<file path="config.mk">
export PLATFORM = sky130hd
export DESIGN_NAME = spi_sd_responder
export DESIGN_NICKNAME = d
export VERILOG_FILES = /design/src/rtl/spi_sd_responder.sv
export SDC_FILE = /design/constraint.sdc
export NUM_CORES = 1
export LEC_CHECK = 0
export BUFFER_PORTS_ARGS = -buffer_cell sky130_fd_sc_hd__buf_2
export CORE_MARGIN = 3
export CORE_UTILIZATION = 45
export CTS_CLUSTER_SIZE = 14
export DETAILED_ROUTE_END_ITERATION = 12
export PLACE_DENSITY = 0.69
export RECOVER_POWER = 100
export SYNTH_ARGS = -nofsm -noshare
export SYNTH_HDL_FRONTEND = slang
export SYNTH_SLANG_ARGS = --single-unit
</file>
<file path="constraint.sdc">
create_clock -name i_clk -period 4.7 [get_ports i_clk]
set_clock_uncertainty 0.05 [all_clocks]
set_input_delay 0.235 -clock i_clk [delete_from_list [all_inputs] [get_ports i_clk]]
set_output_delay 0.235 -clock i_clk [all_outputs]
set_load 0.01 [all_outputs]
</file>
<file path="src/rtl/spi_sd_responder.sv">
// SPI mode-0 SD-card responder: oversampled pins, 48-bit command frame parser
// with CRC7 check, and a small response-byte FIFO shifted out on miso.
module spi_sd_responder #(
  parameter int unsigned SYNC_STAGES = 2,
  parameter int unsigned RESP_DEPTH  = 4
) (
  input  logic        i_clk,
  input  logic        i_rst,
  input  logic        i_cs,
  input  logic        i_sclk,
  input  logic        i_mosi,
  output logic        o_miso,
  output logic        o_cs_active,
  output logic        o_cmd_valid,
  output logic [5:0]  o_cmd_idx,
  output logic [31:0] o_cmd_arg,
  output logic        o_cmd_crc_ok,
  input  logic        i_resp_valid,
  input  logic [7:0]  i_resp_data,
  output logic        o_resp_ready
);

  localparam int unsigned AW = (RESP_DEPTH > 1) ? $clog2(RESP_DEPTH) : 1;
  localparam int unsigned CW = AW + 1;

  typedef enum logic [1:0] {ST_IDLE, ST_ARG, ST_CRC} state_e;

  // CRC7, polynomial x^7 + x^3 + 1, MSB first
  function automatic logic [6:0] crc7_upd(input logic [6:0] crc, input logic [7:0] data);
    logic [6:0] c;
    logic       fb;
    c = crc;
    for (int i = 7; i >= 0; i--) begin
      fb = c[6] ^ data[i];
      c  = {c[5:0], 1'b0};
      if (fb) c = c ^ 7'h09;
    end
    return c;
  endfunction

  logic [SYNC_STAGES-1:0] cs_sync_q, cs_sync_d;
  logic [SYNC_STAGES-1:0] sclk_sync_q, sclk_sync_d;
  logic [SYNC_STAGES-1:0] mosi_sync_q, mosi_sync_d;
  logic                   cs_p_q, cs_p_d;
  logic                   sclk_p_q, sclk_p_d;
  logic                   cs_active_q, cs_active_d;
  logic                   miso_q, miso_d;
  logic [7:0]             rx_sr_q, rx_sr_d;
  logic [2:0]             bit_cnt_q, bit_cnt_d;
  logic [7:0]             tx_sr_q, tx_sr_d;
  logic [7:0]             mem_q [RESP_DEPTH];
  logic [7:0]             mem_d [RESP_DEPTH];
  logic [AW-1:0]          wr_ptr_q, wr_ptr_d;
  logic [AW-1:0]          rd_ptr_q, rd_ptr_d;
  logic [CW-1:0]          count_q, count_d;
  state_e                 state_q, state_d;
  logic [1:0]             arg_cnt_q, arg_cnt_d;
  logic [5:0]             idx_q, idx_d;
  logic [31:0]            arg_q, arg_d;
  logic [6:0]             crc_q, crc_d;
  logic                   cmd_valid_q, cmd_valid_d;
  logic [5:0]             cmd_idx_q, cmd_idx_d;
  logic [31:0]            cmd_arg_q, cmd_arg_d;
  logic                   cmd_crc_ok_q, cmd_crc_ok_d;

  logic       cs_s, sclk_s, mosi_s;
  logic       cs_act, cs_fall, cs_rise, sclk_rise, sclk_fall;
  logic       byte_done, load, push, pop;
  logic [7:0] rx_byte;

  assign o_resp_ready = (count_q != CW'(RESP_DEPTH)) && !i_rst;
  assign o_miso       = miso_q;
  assign o_cs_active  = cs_active_q;
  assign o_cmd_valid  = cmd_valid_q;
  assign o_cmd_idx    = cmd_idx_q;
  assign o_cmd_arg    = cmd_arg_q;
  assign o_cmd_crc_ok = cmd_crc_ok_q;

  always_comb begin
    cs_sync_d    = {cs_sync_q[SYNC_STAGES-2:0], i_cs};
    sclk_sync_d  = {sclk_sync_q[SYNC_STAGES-2:0], i_sclk};
    mosi_sync_d  = {mosi_sync_q[SYNC_STAGES-2:0], i_mosi};
    cs_s         = cs_sync_q[SYNC_STAGES-1];
    sclk_s       = sclk_sync_q[SYNC_STAGES-1];
    mosi_s       = mosi_sync_q[SYNC_STAGES-1];
    cs_p_d       = cs_s;
    sclk_p_d     = sclk_s;
    cs_act       = ~cs_s;
    cs_fall      = ~cs_s & cs_p_q;
    cs_rise      = cs_s & ~cs_p_q;
    sclk_rise    = sclk_s & ~sclk_p_q;
    sclk_fall    = ~sclk_s & sclk_p_q;
    cs_active_d  = cs_act;

    rx_sr_d      = rx_sr_q;
    bit_cnt_d    = bit_cnt_q;
    tx_sr_d      = tx_sr_q;
    mem_d        = mem_q;
    wr_ptr_d     = wr_ptr_q;
    rd_ptr_d     = rd_ptr_q;
    count_d      = count_q;
    state_d      = state_q;
    arg_cnt_d    = arg_cnt_q;
    idx_d        = idx_q;
    arg_d        = arg_q;
    crc_d        = crc_q;
    cmd_valid_d  = 1'b0;
    cmd_idx_d    = cmd_idx_q;
    cmd_arg_d    = cmd_arg_q;
    cmd_crc_ok_d = cmd_crc_ok_q;
    byte_done    = 1'b0;
    rx_byte      = {rx_sr_q[6:0], mosi_s};

    if (cs_act && sclk_rise) begin
      rx_sr_d   = rx_byte;
      bit_cnt_d = bit_cnt_q + 3'd1;
      byte_done = (bit_cnt_q == 3'd7);
    end

    // TX reload at frame start and at each byte boundary, else shift in ones
    load = cs_fall | (cs_act & sclk_fall & (bit_cnt_q == 3'd0));
    pop  = load & (count_q != '0);
    push = i_resp_valid & o_resp_ready;
    if (load) begin
      tx_sr_d = pop ? mem_q[rd_ptr_q] : 8'hFF;
    end else if (cs_act && sclk_fall) begin
      tx_sr_d = {tx_sr_q[6:0], 1'b1};
    end

    if (push) begin
      mem_d[wr_ptr_q] = i_resp_data;
      wr_ptr_d        = wr_ptr_q + AW'(1);
    end
    if (pop) rd_ptr_d = rd_ptr_q + AW'(1);
    count_d = count_q + CW'(push) - CW'(pop);

    if (byte_done) begin
      case (state_q)
        ST_IDLE: begin
          if (rx_byte[7:6] == 2'b01) begin
            idx_d     = rx_byte[5:0];
            crc_d     = crc7_upd(7'd0, rx_byte);
            arg_cnt_d = 2'd0;
            state_d   = ST_ARG;
          end
        end
        ST_ARG: begin
          arg_d     = {arg_q[23:0], rx_byte};
          crc_d     = crc7_upd(crc_q, rx_byte);
          arg_cnt_d = arg_cnt_q + 2'd1;
          if (arg_cnt_q == 2'd3) state_d = ST_CRC;
        end
        ST_CRC: begin
          cmd_valid_d  = 1'b1;
          cmd_idx_d    = idx_q;
          cmd_arg_d    = arg_q;
          cmd_crc_ok_d = (rx_byte[7:1] == crc_q) && rx_byte[0];
          state_d      = ST_IDLE;
        end
        default: state_d = ST_IDLE;
      endcase
    end

    // cs release abandons any partial byte/frame and the in-flight TX byte
    if (cs_rise) begin
      bit_cnt_d = 3'd0;
      rx_sr_d   = 8'd0;
      tx_sr_d   = 8'hFF;
      state_d   = ST_IDLE;
    end

    miso_d = cs_s ? 1'b1 : tx_sr_d[7];
  end

  always_ff @(posedge i_clk) begin
    if (i_rst) begin
      cs_sync_q    <= '1;
      sclk_sync_q  <= '0;
      mosi_sync_q  <= '0;
      cs_p_q       <= 1'b1;
      sclk_p_q     <= 1'b0;
      cs_active_q  <= 1'b0;
      miso_q       <= 1'b1;
      rx_sr_q      <= 8'd0;
      bit_cnt_q    <= 3'd0;
      tx_sr_q      <= 8'hFF;
      for (int i = 0; i < int'(RESP_DEPTH); i++) mem_q[i] <= 8'd0;
      wr_ptr_q     <= '0;
      rd_ptr_q     <= '0;
      count_q      <= '0;
      state_q      <= ST_IDLE;
      arg_cnt_q    <= 2'd0;
      idx_q        <= 6'd0;
      arg_q        <= 32'd0;
      crc_q        <= 7'd0;
      cmd_valid_q  <= 1'b0;
      cmd_idx_q    <= 6'd0;
      cmd_arg_q    <= 32'd0;
      cmd_crc_ok_q <= 1'b0;
    end else begin
      cs_sync_q    <= cs_sync_d;
      sclk_sync_q  <= sclk_sync_d;
      mosi_sync_q  <= mosi_sync_d;
      cs_p_q       <= cs_p_d;
      sclk_p_q     <= sclk_p_d;
      cs_active_q  <= cs_active_d;
      miso_q       <= miso_d;
      rx_sr_q      <= rx_sr_d;
      bit_cnt_q    <= bit_cnt_d;
      tx_sr_q      <= tx_sr_d;
      mem_q        <= mem_d;
      wr_ptr_q     <= wr_ptr_d;
      rd_ptr_q     <= rd_ptr_d;
      count_q      <= count_d;
      state_q      <= state_d;
      arg_cnt_q    <= arg_cnt_d;
      idx_q        <= idx_d;
      arg_q        <= arg_d;
      crc_q        <= crc_d;
      cmd_valid_q  <= cmd_valid_d;
      cmd_idx_q    <= cmd_idx_d;
      cmd_arg_q    <= cmd_arg_d;
      cmd_crc_ok_q <= cmd_crc_ok_d;
    end
  end

endmodule

</file>
Word-level counts from Yosys, hierarchy flattened. Cells that the tools add are included.

Input bits: 14. Output and inout bits: 43. Flip-flop bits (word level): 156. Word-level logic and storage cells: 180.

Bitwise gates (word level): 46. Order comparisons: 3. Reductions and logical operators: 19. Mux-type cells: 70. $add $sub $neg: 6. Eq/ne operators: 9.

Operator list (number): 7-bit 2-to-1 mux (36); 4-bit 2-to-1 mux (16); 8-bit 2-to-1 mux (7); 32-bit bitwise mux (1); 2-bit NOT (15); 8-bit binary-select mux with 2-bit select (1); 8-bit demux with 2-bit select (1); 1-bit bitwise XOR (15); 7-bit one-hot mux with 2 select lines (1); 3-bit AND reduction (3); 1-bit bitwise AND (8); 2-bit one-hot mux with 2 select lines (2); 7-bit == test (1); 2-bit by 1-bit adder with 2-bit output, second input constant (3); 3-bit greater-or-equal comparator, second input constant (2); 2-bit 2-to-1 mux (3); 2-bit NOT with 3-bit output (2); 2-bit OR reduction (3); 1-bit logical AND (5); 1-bit NOT (5); 2-bit by 1-bit == test with 1-bit output, second input constant (2); 2-bit == test, second input constant (2); 2-bit inequality test, second input constant (2); 2-bit AND reduction (2); 13 further kinds (15).

Logic depth before layout (Yosys ltp).
Word-level depth: 39. Depth in mapped cells: 13.

Worst setup path before layout. Ideal clock, no wire load.

Kind: reg-to-reg. Start point: reg bit_cnt_q[0]. End point: reg count_q[2]. Stages on the path, launching flop included: 14. Buffers on the path: 0. Library setup time: 0.128 ns. Arrival time: 2.306 ns. Slack: 2.217 ns. Cell sequence: dfxtp_1 > inv_1 > ha_1 > and4bb_2 > o211ai_1 > inv_1 > ha_1 > inv_1 > ha_1 > inv_1 > fa_1 > xor2_1 > xnor2_1 > nor2_1.

Word-level cells in the longest chain between the ends: 5.

RTL lines: start: declaration (line 49) `logic [2:0] bit_cnt_q, bit_cnt_d;`; start signal: assignment (line 209) `bit_cnt_q <= bit_cnt_d;`; 3-bit logical NOT (line 121) `load = cs_fall | (cs_act & sclk_fall & (bit_cnt_q == 3'd0));`; 1-bit bitwise AND (line 121); 1-bit bitwise OR (line 121); 1-bit bitwise AND (line 122) `pop = load & (count_q != '0);`; 3-bit by 1-bit subtractor with 3-bit output (line 135) `count_d = count_q + CW'(push) - CW'(pop);`; end signal: assignment (line 214) `count_q <= count_d;`; end: declaration (line 55) `logic [CW-1:0] count_q, count_d;`.

No other way between the ends. A chain may end at the register's enable or synchronous reset.

Worst setup path after layout.
Start point: reg bit_cnt_q[0]. End point: reg cmd_arg_q[27], in the netlist o_cmd_arg[27].

Word-level cells in the longest chain between the ends: 3.

RTL lines: 3-bit == test (line 117) `byte_done = (bit_cnt_q == 3'd7);`; 1-bit 2-to-1 mux (line 114) `if (cs_act && sclk_rise) begin`; 2-bit AND reduction (no line); end signal: assignment (line 222) `cmd_arg_q <= cmd_arg_d;`; end: declaration (line 63) `logic [31:0] cmd_arg_q, cmd_arg_d;`.

No other way between the ends.

==> impl_metrics.yaml <==
outcome:
  violations: "max-capacitance violations, max-slew violations"
  status: "finished, violations left"
sta:
  tightest_slew_ps: 1920
  fin_crit_sh: 0.691
  setup_viol: 0
  fin_crit_ps: 3250
  slew_viol_final: 183
  holdWs_ps: 49.1
  hold_viol: 0
  worst_slack_ps: 1450
  tns_ps: 0
  max-slew-margin-rel: -0.277
  fmax_mhz: 308
  rsz0062_at_grt: "false"
cts:
  clockBufferDepth: 2
  cts_buffers: 17
  cts.sinks: 156
  insertion_delay_ps: 420
  clk_pin_slew_worst_paths_ps: 60
  cts_root_buffer: "clkbuf_16"
  cts_tree: "done"
  ctsHtreeMaxLevel: 4
  post_cts_resized: 0
detailed_routing:
  postRouteAntennaNets: 0
  drt-vias-per-instance: 5.15
  drtPass1Iterations: 4
  dr_wl_met3_um: 598
  drc: 0
  wl_met2_um: 6140
  maxUsedRoutingLayer: "met4"
  num_vias: 4740
  initialDrtViolationCount: 449
  wl_per_cell_um: 14.2
  drt-met1-wl_um: 6170
  finalWirelength_um: 13100
critical_path:
  path_cells: "ha_1, ha_1, nand4bb_1, nor3b_4, clkbuf_1, nand2_1, a21oi_1"
  start_kind: "register"
  crit_fanout: 38
  r2r_start: "bit_cnt_q[0]"
  crit_arrival_ps: 3510
  crit_type: "register to register"
  critical_path_buf_inv_count: 1
  critPathRequiredTime_ps: 4960
  slowest_stage: "clkbuf_1"
  regToRegEndpoint: "o_cmd_arg[27]"
  startpoint: "bit_cnt_q[0]"
  path_depth: 7
  cpMostUsedCell: "ha_1"
  reg2reg_depth: 7
  crit_path_end: "o_cmd_arg[27]"
  critPathCaptureType: "register"
  reg2reg_slack_ps: 1450
  critPathTopFamily: "buffers and inverters"
  critPathMaxStageDelay_ps: 1190
min_path:
  holdCritPathClass: "input pin to register"
  hold_path_depth: 3
logic_synthesis:
  yosysUniqueCellTypes: 54
  syn_inst: 704
  ys_top_cells_by_count: "162 x nand2_1, 156 x dfxtp_1, 84 x a21oi_1"
  synthArstFlopShare: 0
  ys.flop_type: "dfxtp_1"
  avgSynthCellArea_um2: 9.07
  yosysMostFrequentCell: "nand2_1"
  synth-seq-area-share: 0.489
  yosys-top-cells-area: "dfxtp_1 49%, nand2_1 9.5%, a21oi_1 6.6%"
  netlist_area_um2: 6380
  yosysTopAreaCell: "dfxtp_1"
  synth-edff-count: 0
  yosys_register_bits: 156
  ys_warn_count: 0
  syn-num-nets: 729
  yosysTopAreaCellShare: 0.489
cells_and_area:
  seqCellArea_um2: 3120
  instances_no_fill: 920
  drive_gt1_frac: 0.0860
  fillers: 1245
  fin_area_um2: 7240
  fin_nets: 757
  areaGrowthSynthToFinish_pct: 13.4
  multi_input_area_um2: 2960
  num_antenna_cells: 0
  fin_util: 0.534
die:
  io_pins: 57
  rows: 42
  chipWidth_um: 125
  die_area_um2: 15700
  coreArea_um2: 13600
  die_h_um: 125
  start_util: 0.471
placed_design:
  place.gp.congestion: 0.788
  hpwl_um: 8570
  numPortBuffers: 56
  post-place-cells: 886
  dpl_worst_slack_ps: 1960
  postPlaceCellArea_um2: 6660
flow_run:
  maxCapViolCount: 3
grt:
  antenna_found_initial: 0
  grt_first_pass_wirelength_um: 22100
  grt.overflow.total: 0
  track_usage: 0.170
  first_global_vias: 4611
  grt_max_degree: 101
pwr:
  combPwrFrac: 0.066
  powerDensity_nw_per_um2: 417
  power_mw: 3.02
  switching_share: 0.219
  clkPwrFrac: 0.475
  p_leak_nw: 2.69
  power_switching_mw: 0.661
  ir_worst_vdd_mv: 0.263
  internal_power_mw: 2.36
  seqPwrFrac: 0.459
-- final cells by class --
type / instances / share of cell area
sequential: 156 / 0.431
multi-input combinational: 483 / 0.408
clock buffer: 20 / 0.0631
timing repair buffer: 63 / 0.0385
tap: 176 / 0.0304
clock inverter: 11 / 0.0230
inverter: 11 / 0.00570
-- power groups by stage --
stage,Clock [mW],Sequential [mW],Combinational [mW]
after global placement,0,1.41,0.191
after global routing,1.52,1.39,0.226
after CTS,1.46,1.39,0.203
after floorplan,0,1.40,0.166
final,1.43,1.39,0.199
after detailed placement,0,1.42,0.198
-- registers in the layout, indices dropped and copies added, names as in the netlist, 3 cells and up --
| name | flops |
|---|---|
| arg_q | 32 |
| mem_q | 32 |
| o_cmd_arg | 32 |
| tx_sr_q | 8 |
| crc_q | 7 |
| rx_sr_q | 7 |
| idx_q | 6 |
| o_cmd_idx | 6 |
| bit_cnt_q | 3 |
| count_q | 3 |
-- tightest hold or removal path, delay by kind of cell --
kind,cells,cell delay [ps]
AND/OR/NAND/NOR,1,70
multiplexers,1,70
buffers and inverters,1,110
-- routing by layer --
layer  GRT usage  vias to the layer above
li1            -                     2393
met2       0.274                       86
met5           0                        -
met4      0.0561                        0
met3      0.0380                       19
met1       0.228                     2242
-- cells in the final DEF (no fill, tap or decap), types with 2 or more instances in the layout --
cell type | Yosys | routed
nand2_1 | 162 | 162
dfxtp_1 | 156 | 156
a21oi_1 | 84 | 85
nor2_1 | 64 | 64
clkbuf_1 | 28 | 46
mux2i_1 | 42 | 42
xnor2_1 | 17 | 17
clkbuf_16 | 0 | 17
buf_2 | 12 | 12
inv_1 | 11 | 11
xor2_1 | 11 | 11
ha_1 | 10 | 10
nor2b_1 | 9 | 9
o21ai_0 | 9 | 9
mux4_2 | 8 | 8
a221oi_1 | 6 | 6
a211oi_1 | 5 | 6
nand3b_1 | 4 | 4
nand4_1 | 4 | 4
nand2b_1 | 4 | 4
nand4b_1 | 4 | 4
or2_2 | 4 | 4
bufinv_16 | 0 | 4
nand3_1 | 3 | 3
xnor3_1 | 3 | 3
clkinv_2 | 0 | 3
clkinvlp_4 | 0 | 3
dlygate4sd3_1 | 0 | 3
or3_1 | 2 | 2
nor3b_4 | 1 | 2
a21o_1 | 2 | 2
a211o_1 | 2 | 2
clkbuf_8 | 0 | 2
buf_4 | 9 | 2
-- cells by family (layout without fill, tap and decap cells) --
group                      count (synthesis)  count (layout)  synth area share
muxes                                     51              51            0.0958
and+or+nand+nor                          273             273             0.190
buffers and inverters                     65             105            0.0474
AOI/OAI and AO/OA                        116             116             0.102
adders and majority gates                 11              11            0.0227
xor gates and xnor gates                  32              32            0.0527
DFF                                      156             156             0.489
-- worst min path at each step --
stage / startpoint / to / slack [ps]
after floorplan: i_cs / cs_sync_q[0] / 290
after global placement: cs_sync_q[0] / cs_sync_q[1] / 360
after detailed placement: cs_sync_q[0] / cs_sync_q[1] / 350
after CTS: i_resp_data[4] / mem_q[12] / 40
after global routing: i_resp_data[3] / mem_q[3] / 60
final: i_resp_data[4] / mem_q[12] / 50
-- repair_timing --
| action | CTS | global route |
|---|---|---|
| hold buffers | 3 | 0 |
| hold endpoints to repair | 3 | 0 |
| setup buffers | 0 | 0 |
| endpoints found under the setup margin | 0 | 0 |
No activity file was read; power rests on OpenSTA's default activity.
